===== src/rtl/traffic_light_fsm.sv =====
// Traffic light controller: main/side road phases with all-red clearance and
// a pedestrian walk phase inserted after whichever all-red follows a request.
module traffic_light_fsm #(
  parameter int GREEN_S  = 10,
  parameter int YELLOW_S = 3,
  parameter int ALLRED_S = 1,
  parameter int WALK_S   = 8
) (
  input  logic       clk,
  input  logic       rst_n,
  input  logic       tick,
  input  logic       ped_req,
  output logic       main_r,
  output logic       main_y,
  output logic       main_g,
  output logic       side_r,
  output logic       side_y,
  output logic       side_g,
  output logic       walk,
  output logic       ped_ack,
  output logic [7:0] sec_left
);

  // state | meaning
  // MG    | main green, side red
  // MY    | main yellow, side red
  // AR1   | all red after main phase
  // SG    | side green, main red
  // SY    | side yellow, main red
  // AR2   | all red after side phase
  // WALK  | all red, pedestrian walk lamp on
  typedef enum logic [2:0] {MG, MY, AR1, SG, SY, AR2, WALK} state_t;

  localparam logic [7:0] LD_G = 8'(GREEN_S - 1);
  localparam logic [7:0] LD_Y = 8'(YELLOW_S - 1);
  localparam logic [7:0] LD_A = 8'(ALLRED_S - 1);
  localparam logic [7:0] LD_W = 8'(WALK_S - 1);

  state_t     state;
  logic [7:0] cnt;
  logic       pending;
  logic       ped_q;
  logic       dir_side;
  logic       ped_rise;
  logic       expire;
  logic       go_walk;

  assign ped_rise = ped_req & ~ped_q;
  assign expire   = tick && (cnt == 8'd0);
  assign go_walk  = expire && pending && ((state == AR1) || (state == AR2));
  assign sec_left = cnt;

  always_ff @(posedge clk or negedge rst_n) begin
    if (!rst_n) begin
      state    <= MG;
      cnt      <= LD_G;
      pending  <= 1'b0;
      ped_q    <= 1'b0;
      dir_side <= 1'b0;
      ped_ack  <= 1'b0;
    end else begin
      ped_q   <= ped_req;
      ped_ack <= go_walk;
      // Clearing on WALK entry wins over an edge arriving in the same cycle.
      if (go_walk)
        pending <= 1'b0;
      else if (ped_rise)
        pending <= 1'b1;

      if (expire) begin
        case (state)
          MG:  begin state <= MY;  cnt <= LD_Y; end
          MY:  begin state <= AR1; cnt <= LD_A; end
          AR1: begin
            if (pending) begin
              state <= WALK; cnt <= LD_W; dir_side <= 1'b1;
            end else begin
              state <= SG;   cnt <= LD_G;
            end
          end
          SG:  begin state <= SY;  cnt <= LD_Y; end
          SY:  begin state <= AR2; cnt <= LD_A; end
          AR2: begin
            if (pending) begin
              state <= WALK; cnt <= LD_W; dir_side <= 1'b0;
            end else begin
              state <= MG;   cnt <= LD_G;
            end
          end
          WALK: begin
            state <= dir_side ? SG : MG;
            cnt   <= LD_G;
          end
          default: begin state <= MG; cnt <= LD_G; end
        endcase
      end else if (tick) begin
        cnt <= cnt - 8'd1;
      end
    end
  end

  always_comb begin
    main_r = 1'b0;
    main_y = 1'b0;
    main_g = 1'b0;
    side_r = 1'b0;
    side_y = 1'b0;
    side_g = 1'b0;
    walk   = 1'b0;
    case (state)
      MG:       begin main_g = 1'b1; side_r = 1'b1; end
      MY:       begin main_y = 1'b1; side_r = 1'b1; end
      SG:       begin main_r = 1'b1; side_g = 1'b1; end
      SY:       begin main_r = 1'b1; side_y = 1'b1; end
      AR1, AR2: begin main_r = 1'b1; side_r = 1'b1; end
      WALK:     begin main_r = 1'b1; side_r = 1'b1; walk = 1'b1; end
      default:  begin main_r = 1'b1; side_r = 1'b1; end
    endcase
  end

endmodule

===== config.mk =====
export PLATFORM = sky130hd
export DESIGN_NAME = traffic_light_fsm
export DESIGN_NICKNAME = d
export VERILOG_FILES = /design/src/rtl/traffic_light_fsm.sv
export SDC_FILE = /design/constraint.sdc
export NUM_CORES = 1
export LEC_CHECK = 0
export ABC_CLOCK_PERIOD_IN_PS = 1700
export CORE_UTILIZATION = 49
export CTS_CLUSTER_DIAMETER = 60
export DETAILED_ROUTE_END_ITERATION = 10
export GPL_TIMING_DRIVEN = 0
export PLACE_DENSITY_LB_ADDON = 0.3
export SLEW_MARGIN = 10
export SYNTH_ARGS = -nofsm -noshare
export SYNTH_HDL_FRONTEND = slang
export SYNTH_SLANG_ARGS = --single-unit

===== constraint.sdc =====
create_clock -name clk -period 1.7 [get_ports clk]
set_input_delay 0.17 -clock clk [delete_from_list [all_inputs] [get_ports clk]]
set_output_delay 0.17 -clock clk [all_outputs]
set_load 0.01 [all_outputs]

==> out/metrics.cfg, run 1 <==
[setup_path]
required_ns = 1.53
critPathBufInv = 2
startpoint = sec_left[0]$_DFFE_PN1P_
slowest_delay_ns = 0.54
startpoint_type = flop
crit_type = reg2out
crit_arrival_ns = 1.45
cp_cell_sequence = buf_4, clkdlybuf4s50_1
path_max_fanout = 3
critPathTopFamily = buffers and inverters
worstReg2RegStart = sec_left[0]$_DFFE_PN1P_
cp-end-kind = output port
slowest_stage = dfstp_2

[layout]
n_antenna_cell = 0
instances_no_fill = 154
drive_gt1_share_pct = 17.8
layout_commonest_cell = nand2_1
syn2layout_area_growth_pct = 31.5
postLayoutCellArea_mm2 = 0.00119
fillers = 157
nets = 135
final_cell_mix = nand2_1, nor2_1, clkdlybuf4s50_1

[timing]
max_slew.worst_pin.slew_ns = 0.658
min_period_ns = 1.62
hold_violations = 0
relSlewSlack_pct = 56.0
setup_viol = 0
fmax_mhz = 617
post-route-period-util_pct = 95.4
fin_worst_skew_ns = 0.00305
finalMaxSlewViolations = 0
worst_slack_ns = 0.0780
setup_tns_ns = 0

[die]
ios = 20
initial_core_util_pct = 52.5
core_area_mm2 = 0.00173
die_x_um = 45.0
row_count = 15
die_y_um = 45.0
die-area_mm2 = 0.00202

[placed_design]
gp_congestion = 0.852
post-place-ws_ns = -0.152
place_inst = 146
post_dp_cell_area_mm2 = 0.00112
place_hpwl_um = 1350
port_buffers = 18

[global_routing]
antenna_found_initial = 0
grt_max_degree = 16
grt_pass1_vias = 692
grt-ovfl-total = 0
grt_pass1_wl_um = 2970
gr-usage-all-layers_pct = 20.5

[job]
drv_cap = 0

[synth]
synth.ff_latch_count = 15
ys_seq_area_share_pct = 41.7
synth_edf_count = 0
synth_top_flop_cell = dfrtp_1
syn_nets = 108
yosys.area.top_type = dfrtp_1
yosysUniqueCellTypes = 36
synth_async_sr_flop_share_pct = 100
synth.area.top_cells = dfrtp_1, dfstp_2, nand2_1
synth_top_cell_area_share_pct = 35.9
yosys_warnings = 0
syn_area_per_cell_um2 = 8.79
syn_area_um2 = 906
netlist_instances = 103

[clock_network]
cts_buffer_depth = 2
h-tree-depth = 1
clk-insertion-delay-late_ns = 0.27
cts_tree = yes
numCtsBuffers = 3
cts_hold_buf = 0
clk_pin_slew_worst_paths_ns = 0.08
cts.sinks = 15
clockRootBuffer = clkbuf_4

[power]
power.density_mw_per_mm2 = 1440
irDropWorstVdd_mv = 0.891
power_mw = 1.71
p_leak_nw = 0.533

[detailed_routing]
routed_via_density = 5.27
wire_per_inst_um = 12.1
drtAntennaViolNets = 0
dr.pass1.iters = 4
drc_errors = 0
drt_iter0_markers = 23
drt_wl_total_um = 1860
vias = 811

[hold_path]
min_from = tick
hold_class = in2reg

[status]
status = finished clean

power breakdown:
group          total, mW  internal (mW)  leakage (nW)  switching [mW]
clock              0.194         0.0907        0.0150           0.103
sequential         0.658          0.486         0.175           0.172
combinational      0.860          0.473         0.344           0.387
total               1.71           1.05         0.533           0.662
registers in the layout, summed over array words and instances, names as in the netlist:
register and cells:
ped_ack 1, state 3, sec_left 8, dir_side 1, pending 1, ped_q 1
through the flow:
step	hold WS, ns	util, %
after floorplan	-0.126	-
after global placement	0.489	64.7
after detailed placement	0.504	64.7
after CTS	0.234	67.5
after global routing	0.241	69.0
final	0.236	69.0
area by class of cell:
cell class	instances	area (um^2)	share of cell area, %
Multi-Input combinational cell	79	494	41.5
Sequential cell	15	382	32.0
Timing Repair Buffer	25	224	18.8
Tap cell	25	31.3	2.63
Clock buffer	4	26.3	2.21
Buffer	2	18.8	1.58
Inverter	4	15.0	1.26
cell usage after synthesis, types with 2 or more instances:
| master | number |
|---|---|
| dfrtp_1 | 13 |
| nand2_1 | 12 |
| nor2_1 | 12 |
| nor2b_1 | 7 |
| o21ai_1 | 6 |
| inv_1 | 4 |
| nor3_1 | 4 |
| a21oi_1 | 3 |
| clkbuf_1 | 3 |
| mux2_1 | 3 |
| nand3_1 | 3 |
| o21ai_0 | 3 |
| a21o_1 | 2 |
| and2_1 | 2 |
| and3_1 | 2 |
| and3b_1 | 2 |
| dfstp_2 | 2 |
| nor3b_1 | 2 |
worst register-to-register path, delay by kind of cell (launching register included):
| kind | cells | cell delay [ns] |
|---|---|---|
| muxes | 1 | 0.31 |
| and+or+nand+nor | 2 | 0.28 |
| DFF | 1 | 0.54 |
| buffers and inverters | 2 | 0.18 |
| adders and majority gates | 1 | 0.19 |
worst paths after layout:
path                                           end  slack [ns]  cells after the start
max                                    sec_left[0]        0.08                      2
min                        sec_left[0]$_DFFE_PN1P_        0.24                      3
max reg2reg                sec_left[6]$_DFFE_PN0P_        0.08                      6
min reg2reg                   dir_side$_DFFE_PN0P_        0.55                      2
max in group asynchronous     state[0]$_DFFE_PN0N_        0.94                      1
min in group asynchronous  sec_left[4]$_DFFE_PN0P_        0.30                      1
timing repair:
action / CTS / global route
cloned: 0 / 0
endpoints found under the hold margin: 0 / 0
endpoints found under the setup margin: 7 / 6
resized for setup: 12 / 2
buffers inserted: 4 / 3
per-layer routing:
metal  GRT usage (%)  vias up  share of wire [%]
li1                -      404                  -
met1            24.6      388                 46
met2            34.8       17                 49
met3            4.80        2                3.6
met4            9.09        0                1.1
met5               0        -                  0
cell families after synthesis:
| family | synth area share, % |
|---|---|
| AO/OA/AOI/OAI | 12.3 |
| adder cells (fa/ha/maj) | 1.38 |
| AND/OR/NAND/NOR | 34.8 |
| buffers and inverters | 4.97 |
| multiplexers | 4.83 |
| flip-flops | 41.7 |
(Power assumes the default switching activity.)
==> run 2, diff against run 1 <==
Settings changed: CORE_UTILIZATION 49 to 50, CTS_BUF_LIST from default to sky130_fd_sc_hd__clkbuf_4.
==> out/metrics.cfg, run 2 (same netlist as run 1, synthesis figures left out) <==
[placed_design]
port_buffers = 18  ; unchanged
place_hpwl_um = 1350  ; about the same
gp_congestion = 0.844  ; was 0.852
post-place-ws_ns = -0.148  ; was -0.152 ns

[timing]
worst_slack_ns = -0.0102  ; was 0.0780 ns
setup_tns_ns = -0.0102  ; was 0 ns
finalMaxSlewViolations = 0  ; unchanged
fin_worst_skew_ns = 0.000679  ; was 0.00305 ns
hold_violations = 0  ; unchanged
relSlewSlack_pct = 54.4  ; was 56.0%
fmax_mhz = 585  ; was 617 MHz
holdWs_ns = 0.213  ; was 0.236 ns
post-route-period-util_pct = 101  ; was 95.4%
setup_viol = 1  ; was 0
min_period_ns = 1.71  ; was 1.62 ns
max_slew.worst_pin.slew_ns = 0.681  ; was 0.658 ns

[hold_path]
hold_class = in2reg  ; unchanged

[detailed_routing]
drt_iter0_markers = 20  ; was 23
drtAntennaViolNets = 0  ; unchanged
wire_per_inst_um = 14.5  ; was 12.1 um
vias = 888  ; was 811
drc_errors = 0  ; unchanged
routed_via_density = 5.66  ; was 5.27
drt_wl_total_um = 2270  ; was 1860 um
dr.pass1.iters = 4  ; unchanged

[die]
die_x_um = 44.6  ; was 45.0 um
row_count = 15  ; unchanged
die-area_mm2 = 0.00199  ; was 0.00202 mm^2
die_y_um = 44.6  ; was 45.0 um
ios = 20  ; unchanged
initial_core_util_pct = 53.0  ; was 52.5%
core_area_mm2 = 0.00171  ; was 0.00173 mm^2

[clock_network]
numCtsBuffers = 3  ; unchanged
clockRootBuffer = clkbuf_4  ; unchanged
h-tree-depth = 1  ; unchanged
cts.sinks = 15  ; unchanged
cts_buffer_depth = 2  ; unchanged
clk-insertion-delay-late_ns = 0.29  ; was 0.27 ns
clk_pin_slew_worst_paths_ns = 0.09  ; was 0.08 ns
cts_tree = yes  ; unchanged

[global_routing]
gr-usage-all-layers_pct = 22.2  ; was 20.5%
antenna_found_initial = 0  ; unchanged
grt_pass1_wl_um = 3250  ; was 2970 um
grt-ovfl-total = 0  ; unchanged
grt_max_degree = 16  ; unchanged
grt_pass1_vias = 758  ; was 692

[layout]
syn2layout_area_growth_pct = 38.8  ; was 31.5%
multi_input_area_um2 = 523  ; was 494 um^2
final_cell_mix = nand2_1, nor2_1, buf_4, clkdlybuf4s50_1, dfrtp_1  ; was nand2_1, nor2_1, clkdlybuf4s50_1
ff_latch_area_um2 = 382  ; unchanged
nets = 138  ; was 135
layout_commonest_cell = nand2_1  ; unchanged
fillers = 120  ; was 157
n_antenna_cell = 0  ; unchanged
drive_gt1_share_pct = 25.0  ; was 17.8%
largest_reg_flops = 8  ; unchanged

[job]
drv_cap = 0  ; unchanged

[setup_path]
required_ns = 1.87  ; was 1.53 ns
cp-end-kind = flop  ; was output port
startpoint_type = flop  ; unchanged
slowest_stage = dfstp_2  ; unchanged
crit_arrival_ns = 1.88  ; was 1.45 ns
path_max_fanout = 6  ; was 3
cp_cell_sequence = inv_1, ha_1, and2b_2, and3_4, buf_6, mux2i_1, nand2_1  ; was buf_4, clkdlybuf4s50_1
crit_type = reg2reg  ; was reg2out
slowest_delay_ns = 0.57  ; was 0.54 ns

[power]
p_comb_share_pct = 52.5  ; was 50.2%
irDropWorstVdd_mv = 0.731  ; was 0.891 mV
p_sw_mw = 0.752  ; was 0.662 mW
p_int_mw = 1.15  ; was 1.05 mW
seqPwrFrac_pct = 35.6  ; was 38.4%
p_clk_share_pct = 11.9  ; was 11.3%
switching_share_pct = 39.5  ; was 38.7%
p_leak_nw = 0.584  ; was 0.533 nW
power.density_mw_per_mm2 = 1520  ; was 1440 mW/mm^2

[status]
violations = negative setup slack
status = finished with violations  ; was finished clean

-- run 2: layout make-up --
| class | count | area share [%] |
|---|---|---|
| buffer | 2 | 1.49 |
| clock buffer | 4 | 2.39 |
| inverter | 4 | 1.19 |
| multi-input combinational | 79 | 41.6 |
| sequential | 15 | 30.3 |
| tap | 25 | 2.49 |
| timing repair buffer | 28 | 20.5 |
-- run 2: worst max-delay path: cells and delay by family, from the launching register on --
family / cells / cell delay, ns
muxes: 1 / 0.16
adders and majority gates: 1 / 0.19
buffers and inverters: 2 / 0.18
and+or+nand+nor: 3 / 0.49
DFF: 1 / 0.57
-- run 2: per-layer routing --
layer / track usage, % / up-vias / share of wire, %
li1: - / 410 / -
met1: 30.8 / 424 / 44
met2: 36.2 / 44 / 48
met3: 1.22 / 10 / 5.2
met4: 9.09 / 0 / 2.8
met5: 0 / - / 0
-- run 2: repair_timing --
item,4_1_cts,5_1_grt
pin swaps,0,1
setup endpoints to repair,8,7
hold buffers,0,0
setup buffers,8,2
gates resized for setup,10,10
-- run 2: power groups by stage --
stage          registers (mW)  clock network [mW]  logic (mW)
6_report                0.678               0.228        1.00
5_1_grt                 0.692               0.246        1.09
4_1_cts                 0.656               0.231       0.903
3_5_place_dp            0.647                   0       0.823
3_3_place_gp            0.640                   0       0.804
2_1_floorplan           0.662                   0       0.438
-- run 2: path summary, 6_finish.rpt --
kind	start	end	slack, ns	depth (start not counted)
hold reg to reg	dir_side$_DFFE_PN0P_	dir_side$_DFFE_PN0P_	0.53	2
max in group asynchronous	rst_n	state[1]$_DFFE_PN0N_	0.94	1
hold / removal	tick	sec_left[0]$_DFFE_PN1P_	0.21	3
setup / recovery	sec_left[0]$_DFFE_PN1P_	state[2]$_DFFE_PN0N_	-0.01	7
setup reg to reg	sec_left[0]$_DFFE_PN1P_	state[2]$_DFFE_PN0N_	-0.01	7
min in group asynchronous	rst_n	ped_q$_DFF_PN0_	0.29	1
-- run 2: through the flow --
| step | instances | utilization, % | total power [mW] | area (um^2) |
|---|---|---|---|---|
| global route | 157 | 73.6 | 2.02 | 1260 |
| global placement | 146 | 65.4 | 1.44 | 1120 |
| finish | 157 | 73.6 | 1.91 | 1260 |
| CTS | 155 | 70.3 | 1.79 | 1200 |
| floorplan | 103 | - | 1.10 | 906 |
| detailed placement | 146 | 65.4 | 1.47 | 1120 |
==> run 3, diff against run 2 <==
Settings changed: SKIP_LAST_GASP from default to 1.
==> out/metrics.cfg, run 3 (same netlist as run 1, synthesis figures left out) <==
[status]
status = finished clean  ; was finished with violations

[detailed_routing]
drt_wl_total_um = 2240  ; was 2270 um
vias = 893  ; was 888
dr.pass1.iters = 4  ; unchanged
routed_via_density = 5.72  ; was 5.66
drtAntennaViolNets = 0  ; unchanged
drt_iter0_markers = 18  ; was 20
drc_errors = 0  ; unchanged
wire_per_inst_um = 14.4  ; was 14.5 um

[global_routing]
antenna_found_initial = 0  ; unchanged
grt_max_degree = 16  ; unchanged
grt_pass1_wl_um = 3250  ; unchanged
grt-ovfl-total = 0  ; unchanged
grt_pass1_vias = 755  ; was 758
gr-usage-all-layers_pct = 22.2  ; unchanged

[timing]
relSlewSlack_pct = 55.6  ; was 54.4%
fin_worst_skew_ns = 0.00228  ; was 0.000679 ns
setup_viol = 0  ; was 1
fmax_mhz = 595  ; was 585 MHz
finalMaxSlewViolations = 0  ; unchanged
min_period_ns = 1.68  ; was 1.71 ns
worst_slack_ns = 0.0207  ; was -0.0102 ns
hold_violations = 0  ; unchanged
max_slew.worst_pin.slew_ns = 0.664  ; was 0.681 ns
setup_tns_ns = 0  ; was -0.0102 ns
rsz0062_at_grt = yes
post-route-period-util_pct = 98.8  ; was 101%

[die]
die_x_um = 44.6  ; unchanged
die_y_um = 44.6  ; unchanged
initial_core_util_pct = 53.0  ; unchanged
ios = 20  ; unchanged
core_area_mm2 = 0.00171  ; unchanged
row_count = 15  ; unchanged
die-area_mm2 = 0.00199  ; unchanged

[job]
drv_cap = 0  ; unchanged

[clock_network]
clockRootBuffer = clkbuf_4  ; unchanged
cts.sinks = 15  ; unchanged
clk-insertion-delay-late_ns = 0.29  ; about the same
h-tree-depth = 1  ; unchanged
clk_pin_slew_worst_paths_ns = 0.09  ; about the same
cts_tree = yes  ; unchanged
cts_buffer_depth = 2  ; unchanged
numCtsBuffers = 3  ; unchanged

[setup_path]
crit_type = reg2reg  ; unchanged
worstReg2RegStart = sec_left[0]$_DFFE_PN1P_  ; unchanged
path_max_fanout = 6  ; unchanged
rrSetupSlack_ns = 0.02  ; was -0.01 ns
crit_arrival_ns = 1.86  ; was 1.88 ns
startpoint_type = flop  ; unchanged
cp-end-kind = flop  ; unchanged
reg2reg_to = state[2]$_DFFE_PN0N_  ; unchanged
startpoint = sec_left[0]$_DFFE_PN1P_  ; unchanged
required_ns = 1.88  ; was 1.87 ns
reg2regPathDepth = 7  ; unchanged

[layout]
final_cell_mix = nand2_1, clkdlybuf4s50_1, nor2_1  ; was nand2_1, nor2_1, buf_4, clkdlybuf4s50_1, dfrtp_1
n_antenna_cell = 0  ; unchanged
largest_reg_flops = 8  ; unchanged
syn2layout_area_growth_pct = 37.3  ; was 38.8%
nets = 137  ; was 138
instances_no_fill = 156  ; was 157
fin_util_pct = 72.8  ; was 73.6%
drive_gt1_share_pct = 23.7  ; was 25.0%

[hold_path]
holdPathEnd = sec_left[0]$_DFFE_PN1P_  ; unchanged
hold_path_depth = 3  ; unchanged
hold_class = in2reg  ; unchanged
min_from = tick  ; unchanged

[power]
power.density_mw_per_mm2 = 1500  ; was 1520 mW/mm^2
p_leak_nw = 0.585  ; was 0.584 nW
irDropWorstVdd_mv = 0.785  ; was 0.731 mV
power_mw = 1.87  ; was 1.91 mW

[placed_design]
port_buffers = 18  ; unchanged
place_inst = 146  ; unchanged
gp_congestion = 0.844  ; unchanged
post-place-ws_ns = -0.148  ; unchanged
place_hpwl_um = 1350  ; unchanged

-- run 3: cell count changes in the layout (fill, tap and decap cells not counted), sizes merged --
cell           previous run  this run
clkdlybuf4s50            11        12
dlygate4sd2               4         3
buf                      12        11
-- run 3: worst max path at each step --
stage | end | depth (start not counted)
CTS | side_y | 3
finish | state[2]$_DFFE_PN0N_ | 7
global route | state[2]$_DFFE_PN0N_ | 7
global placement | side_r | 5
detailed placement | side_r | 5
floorplan | sec_left[3]$_DFFE_PN1P_ | 7
-- run 3: final cells by class --
type                       count  area, um^2
tap                           25        31.3
fill                         126         464
inverter                       4        15.0
buffer                         2        18.8
clock buffer                   4        30.0
sequential                    15         382
timing repair buffer          27         251
multi-input combinational     79         515
-- run 3: where the power goes --
group	leakage, nW	switching (mW)	total [mW]	internal, mW
logic	0.392	0.432	0.967	0.535
registers	0.175	0.187	0.674	0.486
clock network	0.0184	0.121	0.228	0.107
-- run 3: worst max-delay path, stage by stage (launching register included) --
cell and delay (ns):
dfstp_2 0.57, inv_1 0.05, ha_1 0.19, and2b_2 0.24
and3_4 0.16, buf_6 0.13, mux2i_1 0.15, nand2_1 0.08
-- run 3: what timing repair did --
| action | 4_1_cts | 5_1_grt |
|---|---|---|
| setup buffers | 8 | 1 |
| pin swaps | 0 | 1 |
| gates resized for setup | 8 | 9 |
| endpoints found under the setup margin | 8 | 7 |
| hold buffers | 0 | 0 |
| cloned | 0 | 0 |
-- run 3: through the flow --
step	hold slack, ns	cell area (um^2)
2_1_floorplan	-0.126	906
3_3_place_gp	0.485	1120
3_5_place_dp	0.507	1120
4_1_cts	0.207	1200
5_1_grt	0.215	1240
6_report	0.215	1240
-- run 3: metal layers --
layer  GRT usage (%)  part of all wire [%]
met5               0                     0
met4            9.09                   2.9
met3            1.22                   7.0
met2            36.2                    47
met1            30.8                    43
